**config.mk**
```make
export PLATFORM = sky130hd
export DESIGN_NAME = bridge_client_arb
export DESIGN_NICKNAME = d
export VERILOG_FILES = /design/src/rtl/bridge_arb_pkg.sv /design/src/rtl/rr_arbiter.sv /design/src/rtl/bridge_client_arb.sv
export SDC_FILE = /design/constraint.sdc
export NUM_CORES = 1
export LEC_CHECK = 0
export ABC_AREA = 1
export ABC_CLOCK_PERIOD_IN_PS = 1900
export CORE_ASPECT_RATIO = 1.5
export CORE_MARGIN = 2
export CORE_UTILIZATION = 39
export DETAILED_ROUTE_END_ITERATION = 16
export PLACE_DENSITY = 0.8
export SYNTH_ARGS = -nofsm -noshare
export SYNTH_HDL_FRONTEND = slang
export SYNTH_HIERARCHICAL = 1
export SYNTH_SLANG_ARGS = --single-unit
```
**constraint.sdc**
```tcl
create_clock -name clk -period 1.9 [get_ports clk]
set_input_delay 0.38 -clock clk [delete_from_list [all_inputs] [get_ports clk]]
set_output_delay 0.38 -clock clk [all_outputs]
set_load 0.05 [all_outputs]
```
**src/rtl/bridge_arb_pkg.sv**
```systemverilog
// -----------------------------------------------------------------------------
// bridge_arb_pkg
// Shared types and helpers for the bridge client arbiter.
//   ARB_STATE    : arbiter FSM state encoding (idle / issue / wait)
//   clog2_min1() : client index width, never narrower than one bit
//   RESP_OKAY    : AXI4-Lite OKAY write response code
// -----------------------------------------------------------------------------
package bridge_arb_pkg;

   typedef enum logic [1:0] {
      ARB_IDLE  = 2'b00,
      ARB_ISSUE = 2'b01,
      ARB_WAIT  = 2'b10
   } ARB_STATE;

   localparam logic [1:0] RESP_OKAY = 2'b00;

   // Index width for n clients; a single-bit index is kept even for n <= 2.
   function automatic int clog2_min1(input int n);
      return (n <= 2) ? 1 : $clog2(n);
   endfunction

endpackage

```
**src/rtl/rr_arbiter.sv**
```systemverilog
// -----------------------------------------------------------------------------
// rr_arbiter
// Purely combinational round-robin pick: grants the lowest requesting index at
// or above ptr, wrapping around to index 0.
//   req       in  N   request vector
//   ptr       in  IW  index with highest priority this cycle
//   grant     out N   one-hot grant (all zero when nothing requests)
//   grant_idx out IW  binary index of the granted requester (0 when none)
// -----------------------------------------------------------------------------
module rr_arbiter #(
   parameter int N  = 2,
   parameter int IW = 1
) (
   input  logic [N-1:0]  req,
   input  logic [IW-1:0] ptr,
   output logic [N-1:0]  grant,
   output logic [IW-1:0] grant_idx
);

   logic          found_s;
   logic [IW:0]   sum_s;
   logic [IW-1:0] idx_s;

   // Scan N slots starting at ptr and take the first active request.
   always_comb begin
      grant     = '0;
      grant_idx = '0;
      found_s   = 1'b0;
      sum_s     = '0;
      idx_s     = '0;
      for (int k = 0; k < N; k++) begin
         sum_s = {1'b0, ptr} + (IW+1)'(k);
         // ptr < N and k < N, so one subtraction is enough to wrap.
         if (sum_s >= (IW+1)'(N)) begin
            sum_s = sum_s - (IW+1)'(N);
         end else begin
            sum_s = sum_s;
         end
         idx_s = sum_s[IW-1:0];
         if (!found_s && req[idx_s]) begin
            grant[idx_s] = 1'b1;
            grant_idx    = idx_s;
            found_s      = 1'b1;
         end else begin
            found_s = found_s;
         end
      end
   end

endmodule

```
**src/rtl/bridge_client_arb.sv**
```systemverilog
// -----------------------------------------------------------------------------
// bridge_client_arb
// Round-robin arbiter in front of the command port of the valid-handshake to
// AXI4-Lite bridge. One transaction is outstanding at a time; the bridge result
// is returned to the owning client as a one-cycle response pulse.
// Ports:
//   clk, rst                 clock, synchronous active-high reset
//   req_valid/req_ready      per-client request handshake (ready is one-hot)
//   req_r_wb/addr/data_w     packed per-client request payload
//   resp_valid/resp_data     one-hot response pulse and its data
//   C_in_valid/C_r_wb/C_addr/C_data_w   command to the bridge
//   C_out_valid/C_data_r     completion from the bridge
//   perf_cnt                 per-client completed-transaction counters, only
//                            present when BRIDGE_ARB_PERF_EN is defined
// -----------------------------------------------------------------------------
module bridge_client_arb
   import bridge_arb_pkg::*;
#(
   parameter int N_CLIENT = 2,
   parameter int ADDR_W   = 8,
   parameter int DATA_W   = 32
) (
   input  logic                       clk,
   input  logic                       rst,
   input  logic [N_CLIENT-1:0]        req_valid,
   output logic [N_CLIENT-1:0]        req_ready,
   input  logic [N_CLIENT-1:0]        req_r_wb,
   input  logic [N_CLIENT*ADDR_W-1:0] req_addr,
   input  logic [N_CLIENT*DATA_W-1:0] req_data_w,
   output logic [N_CLIENT-1:0]        resp_valid,
   output logic [DATA_W-1:0]          resp_data,
   output logic                       C_in_valid,
   output logic                       C_r_wb,
   output logic [ADDR_W-1:0]          C_addr,
   output logic [DATA_W-1:0]          C_data_w,
   input  logic                       C_out_valid,
   input  logic [DATA_W-1:0]          C_data_r
`ifdef BRIDGE_ARB_PERF_EN
   ,
   output logic [N_CLIENT*16-1:0]     perf_cnt
`endif
);

   localparam int CLIENT_IDX_W = clog2_min1(N_CLIENT);

   ARB_STATE                state_q, state_d;
   logic [CLIENT_IDX_W-1:0] owner_q, owner_d;
   logic [CLIENT_IDX_W-1:0] ptr_q, ptr_d;
   logic                    c_in_valid_q, c_in_valid_d;
   logic                    c_r_wb_q, c_r_wb_d;
   logic [ADDR_W-1:0]       c_addr_q, c_addr_d;
   logic [DATA_W-1:0]       c_data_w_q, c_data_w_d;
   logic [N_CLIENT-1:0]     resp_valid_q, resp_valid_d;
   logic [DATA_W-1:0]       resp_data_q, resp_data_d;

   logic [N_CLIENT-1:0]     grant_s;
   logic [CLIENT_IDX_W-1:0] grant_idx_s;
   logic                    accept_s;
   logic                    sel_r_wb_s;
   logic [ADDR_W-1:0]       sel_addr_s;
   logic [DATA_W-1:0]       sel_data_s;

   rr_arbiter #(
      .N  (N_CLIENT),
      .IW (CLIENT_IDX_W)
   ) u_rr (
      .req       (req_valid),
      .ptr       (ptr_q),
      .grant     (grant_s),
      .grant_idx (grant_idx_s)
   );

   // Grants are only offered while idle; any grant is then an accept.
   assign req_ready = (state_q == ARB_IDLE) ? grant_s : '0;
   assign accept_s  = |req_ready;

   // Payload mux driven by the one-hot grant.
   always_comb begin
      sel_r_wb_s = 1'b0;
      sel_addr_s = '0;
      sel_data_s = '0;
      for (int i = 0; i < N_CLIENT; i++) begin
         if (grant_s[i]) begin
            sel_r_wb_s = req_r_wb[i];
            sel_addr_s = req_addr[i*ADDR_W +: ADDR_W];
            sel_data_s = req_data_w[i*DATA_W +: DATA_W];
         end else begin
            sel_r_wb_s = sel_r_wb_s;
         end
      end
   end

   // FSM state register.
   always_ff @(posedge clk) begin
      if (rst) begin
         state_q <= ARB_IDLE;
      end else begin
         state_q <= state_d;
      end
   end

   // FSM next-state logic; completions outside ARB_WAIT are ignored.
   always_comb begin
      state_d = state_q;
      case (state_q)
         ARB_IDLE: begin
            if (accept_s) begin
               state_d = ARB_ISSUE;
            end else begin
               state_d = ARB_IDLE;
            end
         end
         ARB_ISSUE: state_d = ARB_WAIT;
         ARB_WAIT: begin
            if (C_out_valid) begin
               state_d = ARB_IDLE;
            end else begin
               state_d = ARB_WAIT;
            end
         end
         default: state_d = ARB_IDLE;
      endcase
   end

   // FSM outputs: next values of the command, owner, pointer and response flops.
   always_comb begin
      owner_d      = owner_q;
      ptr_d        = ptr_q;
      c_in_valid_d = 1'b0;
      c_r_wb_d     = c_r_wb_q;
      c_addr_d     = c_addr_q;
      c_data_w_d   = c_data_w_q;
      resp_valid_d = '0;
      resp_data_d  = resp_data_q;
      if (accept_s) begin
         owner_d      = grant_idx_s;
         ptr_d        = (grant_idx_s == CLIENT_IDX_W'(N_CLIENT - 1)) ? '0
                                                                     : grant_idx_s + CLIENT_IDX_W'(1);
         c_in_valid_d = 1'b1;
         c_r_wb_d     = sel_r_wb_s;
         c_addr_d     = sel_addr_s;
         c_data_w_d   = sel_data_s;
      end else begin
         c_in_valid_d = 1'b0;
      end
      if ((state_q == ARB_WAIT) && C_out_valid) begin
         resp_valid_d[owner_q] = 1'b1;
         resp_data_d           = C_data_r;
      end else begin
         resp_valid_d = '0;
      end
   end

   // Command, owner, pointer and response registers.
   always_ff @(posedge clk) begin
      if (rst) begin
         owner_q      <= '0;
         ptr_q        <= '0;
         c_in_valid_q <= 1'b0;
         c_r_wb_q     <= 1'b0;
         c_addr_q     <= '0;
         c_data_w_q   <= '0;
         resp_valid_q <= '0;
         resp_data_q  <= '0;
      end else begin
         owner_q      <= owner_d;
         ptr_q        <= ptr_d;
         c_in_valid_q <= c_in_valid_d;
         c_r_wb_q     <= c_r_wb_d;
         c_addr_q     <= c_addr_d;
         c_data_w_q   <= c_data_w_d;
         resp_valid_q <= resp_valid_d;
         resp_data_q  <= resp_data_d;
      end
   end

   assign C_in_valid = c_in_valid_q;
   assign C_r_wb     = c_r_wb_q;
   assign C_addr     = c_addr_q;
   assign C_data_w   = c_data_w_q;
   assign resp_valid = resp_valid_q;
   assign resp_data  = resp_data_q;

`ifdef BRIDGE_ARB_PERF_EN
   logic [N_CLIENT*16-1:0] perf_q, perf_d;

   // Saturating per-client count of issued response pulses.
   always_comb begin
      perf_d = perf_q;
      for (int i = 0; i < N_CLIENT; i++) begin
         if (resp_valid_q[i] && (perf_q[i*16 +: 16] != 16'hFFFF)) begin
            perf_d[i*16 +: 16] = perf_q[i*16 +: 16] + 16'd1;
         end else begin
            perf_d[i*16 +: 16] = perf_q[i*16 +: 16];
         end
      end
   end

   // Performance counter registers.
   always_ff @(posedge clk) begin
      if (rst) begin
         perf_q <= '0;
      end else begin
         perf_q <= perf_d;
      end
   end

   assign perf_cnt = perf_q;
`endif

endmodule
```
# Word level (Yosys, flattened, before mapping)

Index checks and enable logic that the tools add are counted.

$add $sub $neg: 4
Equality and inequality tests: 2
Reductions and logical operators: 9
$lt $le $gt $ge: 8
Muxes and demuxes: 29
Bitwise logic cells: 2

Operators by type and width:

| operator                                                                            | count |
|---|---|
| 32-bit 2-to-1 mux                                                                   | 2 |
| 1-bit 2-to-1 mux                                                                    | 17 |
| 8-bit 2-to-1 mux                                                                    | 2 |
| 2-bit 2-to-1 mux                                                                    | 4 |
| 1-bit by 2-bit < comparator with 1-bit output, second input constant                | 3 |
| 2-bit case mux with 3 select lines                                                  | 1 |
| 1-bit logical AND                                                                   | 5 |
| 2-bit OR reduction                                                                  | 2 |
| 1-bit demux with 1-bit select                                                       | 3 |
| 1-bit greater-or-equal comparator, second input constant                            | 3 |
| 1-bit by 1-bit adder with 2-bit output, second input constant                       | 1 |
| 2-bit by 1-bit equality test with 1-bit output, second input constant               | 1 |
| 2-bit equality test, second input constant                                          | 1 |
| 1-bit by 2-bit greater-or-equal comparator with 1-bit output, second input constant | 1 |
| 2-bit greater-or-equal comparator, second input constant                            | 1 |
| 2-bit logical NOT                                                                   | 1 |
| 2-bit OR                                                                            | 1 |
| 1-bit subtractor, second input constant                                             | 2 |
| 1-bit adder, second input constant                                                  | 1 |
| 1-bit logical NOT                                                                   | 1 |
| 1-bit inverter                                                                      | 1 |

Output and inout bits: 78
Register bits after elaboration: 80

# Depth between registers and ports, before layout

Word-level depth: 13
Depth in mapped cells: 9
Gate-level depth less buffers: 7

# By module

The synthesis kept the hierarchy.

By module, submodules not included:

| module            | area an instance (um^2) | instances | cells an instance |
|---|---|---|---|
| bridge_client_arb | 3608.5                  | 1         | 568 |
| rr_arbiter        | 28.8                    | 1         | 5 |

# Least setup slack after synthesis

Ideal clock, no wire load.

Path type: input to output
From: input req_valid[0]
To: output req_ready[0]
Data arrival time: 1.668 ns
Path slack: -0.148 ns
Stages: 5
Buffers on the path: 2
Cell sequence: a21boi_2 -> buf_2 -> clkbuf_1 -> inv_1 -> nor2_1

Word-level cells in the longest chain between the ends: 7
Elaborated cells between the ends (all ways): 11

Ends and longest elaborated chain:

| what                                                | line                    | text |
|---|---|---|
| from (decl)                                         | bridge_client_arb.sv:25 | `input logic [N_CLIENT-1:0] req_valid,` |
| 1-bit 2-to-1 mux (not written as such) (2 in a row) | rr_arbiter.sv:40        | `if (!found_s && req[idx_s]) begin` |
| 1-bit 2-to-1 mux                                    | rr_arbiter.sv:40        |  |
| 1-bit logical NOT                                   | rr_arbiter.sv:40        |  |
| 1-bit logical AND                                   | rr_arbiter.sv:40        |  |
| 2-bit 2-to-1 mux *                                  | rr_arbiter.sv:40        |  |
| 2-bit 2-to-1 mux *                                  | bridge_client_arb.sv:74 | `assign req_ready = (state_q == ARB_IDLE) ? grant_s : '0;` |
| to (decl)                                           | bridge_client_arb.sv:26 | `output logic [N_CLIENT-1:0] req_ready,` |

Mark *: on every way between the ends. The rest lies on a longest branch, timed or not. The select of a mux whose other input is x is not followed.

# Final worst setup path

From: register resp_data_q[26], in the netlist resp_data[26]
To: output resp_data[26]

RTL lines:

| what                   | line                     | text |
|---|---|---|
| from (decl)            | bridge_client_arb.sv:54  | `logic [DATA_W-1:0] resp_data_q, resp_data_d;` |
| from (signal assigned) | bridge_client_arb.sv:173 | `resp_data_q <= resp_data_d;` |
| to (decl)              | bridge_client_arb.sv:31  | `output logic [DATA_W-1:0] resp_data,` |

No word-level cell between the ends.

==> summary.md <==
| Metric | Value |
|---|---|
| Outcome | finished, final reports clean |
| Cell variety after synth | 19 |
| Crit path max fanout | 2 |
| Post-synth top area cell | dfxtp_1 |
| Syn_nets | 692 |
| Vias in the first global route | 3,790 |
| Worst hold path type | flop to flop |
| Die Wd | 82.9 um |
| Layout area overhead | 66.9% |
| Slew HR | a little under two thirds |
| CP Class | flop to output pin |
| #FFs+latches synth | 80 |
| DP Cell Count | 858 |
| Pre-antenna DRT Iters | 4 |
| Max Clk Rate | 0.536 GHz |
| Synth Area per Inst | 6.35 sq um |
| Commonest cells after routing, fill and taps aside | 170 x nand2_1, 165 x clkdlybuf4s50_1, 149 x nor2_1 |
| Port bufs | 196 |
| Core Region | a little over 9000 sq um |
| Crit path DAT | around 1500 ps |
| Final wirelength | ~11,000 um |
| Top cell type's share of synthesized area | 44.0% |
| Gr ovfl total | 0 |
| Reg2reg start | ptr_q |
| Hold Path End | resp_valid[0] |
| Avg Vias per Cell | 4.61 |
| Worst Tran Pin Value | 548 ps |
| Area contributors post-synth | dfxtp_1 44%, nand2_1 18%, nor2_1 16% |
| CTS tree | done |
| Lkg Pwr | 0.00305 uW |
| Flop-to-flop setup slack | 390 ps |
| Non-Filler Instances | just under 900 |
| Final setup viols | 0 |
| Pwr Density | 967 nW/um^2 |
| Crit path largest cell delay | 840 ps |
| Dpl hpwl | 7870 um |
| Commonest non-fill, non-tap cell in the layout | nand2_1 |
| Critical path startpoint category | flop |
| Syn. warnings | 6 |
| Hold Path Depth | 1 |
| Max clock buf depth | 2 |
| Vias | 4,030 |
| Cell Chain, Critical Path | clkdlybuf4s50_1 |
| Post-Syn Area | between 3000 and 4000 sq um |
| Buffer and inverter count on the worst path | 1 |
| Slew Viols, Final | 0 |
| First-pass GRT wire length | about 18,000 um |
| Worst reg-to-reg path cell count | 8 |
| Clk_skew | 6.92 ps |
| Clk slew on worst S/H paths | approximately 60 ps |
| Fin crit period | ~1900 ps |
| CP Capture Type | output pin |
| Fin nets | 877 |
| Largest net degree at the start of global routing | 43 |
| # Max-Cap Violations | 0 |
| Max VDD drop | 0.555 mV |
| Die area | 10,100 sq um |
| Setup TNS | 0 ps |
| Initial Utilization | between 30% and 40% |
| Final Hold Vio Count | 0 |
| Sequential area share after synthesis | 44.0% |
| Slowest CP cell | clkdlybuf4s50_1 |
| Layout cells sized above 1 | 7.60% |
| Die height | about 120 um |
| Top delay family on crit path | buffers and inverters |
| Clock Latency Late Sink | 330 ps |
| Root buffer cell | clkbuf_16 |
| Row count | 43 |
| R2r endpoint | C_data_w[17] |
| CTS buffer count | 9 |
| Wirelength per Cell | 12.4 um |
| Initial antenna violation count | 0 |
| Io pins | 197 |
| # DRC | 0 |
| Max H-tree Level | 3 |
| CP Data Required Time | approximately 1500 ps |
| # diodes | 0 |
| Gr usage total | 21.4% |
| Final worst-path cycle share | 98.2% |
| Starting DRT DRC Count | roughly 160 |
| Detail Route Antenna Nets | 0 |
| Synthesized instance count | roughly 570 |
| GPL Wtd Cong | 0.809 |
| # clock sinks | 80 |
| Critical hold path startpoint | owner_q |
==> area by class of cell <==
class / count / area, sq um
Fill cell: 787 / 3080
Timing Repair Buffer: 211 / 2120
Multi-Input combinational cell: 405 / 1690
Sequential cell: 80 / 1600
Clock buffer: 11 / 243
Inverter: 51 / 194
Tap cell: 112 / 140
Clock inverter: 5 / 80.1
==> layer usage <==
| layer | part of all wire, % | vias to the layer above | wire (um) | track usage [%] |
|---|---|---|---|---|
| met5 | 0 | - | 0 | 0 |
| met4 | 3.1 | 0 | 335 | 9.73 |
| li1 | - | 2096 | - | - |
| met2 | 51 | 148 | 5500 | 37.6 |
| met3 | 6.7 | 26 | 724 | 6.46 |
| met1 | 40 | 1760 | 4320 | 23.7 |
==> cell families (layout without fill, tap and decap cells) <==
family	count (synthesis)	in the layout	share of synthesized area (%)
simple gates	367	367	39.7
buf+inv	88	278	10.7
flops	80	80	44.0
compound gates	38	38	5.57
==> stage by stage <==
step | worst slack (ps) | hold WS (ps) | util (%) | power [uW] | cell area, sq um
4_1_cts | 3.31 | 431 | 65.9 | 5930 | 6030
5_1_grt | -6.99 | 457 | 66.4 | 6170 | 6070
3_3_place_gp | -64.4 | 430 | 62.3 | 4010 | 5690
6_report | 34.1 | 434 | 66.4 | 5870 | 6070
3_5_place_dp | -100 | 415 | 62.3 | 4050 | 5690
2_1_floorplan | 55.4 | 398 | - | 3290 | 3640
==> power by group <==
part / switching, uW / leakage (uW) / internal [uW]
Clock: 665 / 0.000152 / 1180
Sequential: 97.9 / 0.000657 / 1870
Combinational: 1270 / 0.00224 / 781
Total: 2030 / 0.00305 / 3840
==> Yosys cell counts (all sizes together) <==
cell / instances
inv: 50
a21boi: 1
o21ai: 33
a21oi: 3
o211ai: 1
clkbuf: 14
nand2: 170
nand3: 41
clkinv: 1
buf: 23
nor3: 3
nor2: 153
dfxtp: 80
==> worst max path at each step <==
| stage | from | endpoint | slack (ps) | cells after the start |
|---|---|---|---|---|
| final | resp_data[26] | resp_data[26] | 30 | 1 |
| after global routing | resp_data[20] | resp_data[20] | -7 | 1 |
| after CTS | req_valid[0] | req_ready[0] | 3 | 5 |
| after detailed placement | req_valid[0] | C_data_w[17] | -100 | 8 |
| after global placement | req_valid[0] | req_ready[0] | -60 | 5 |
| after floorplan | req_valid[0] | req_ready[0] | 60 | 5 |
==> sequential cells by signal, indices dropped and copies added (netlist names) <==
register	cells
C_addr	8
C_r_wb	1
resp_valid	2
resp_data	32
C_data_w	32
ptr_q	1
state_q	2
owner_q	1
C_in_valid	1
==> what timing repair did <==
| action | in CTS | in global routing |
|---|---|---|
| hold buffers | 0 | 0 |
| setup buffers | 1 | 0 |
| endpoints found under the setup margin | 2 | 14 |
| gates resized for setup | 2 | 15 |
| cloned | 0 | 0 |
No activity file was read; power rests on OpenSTA's default activity.
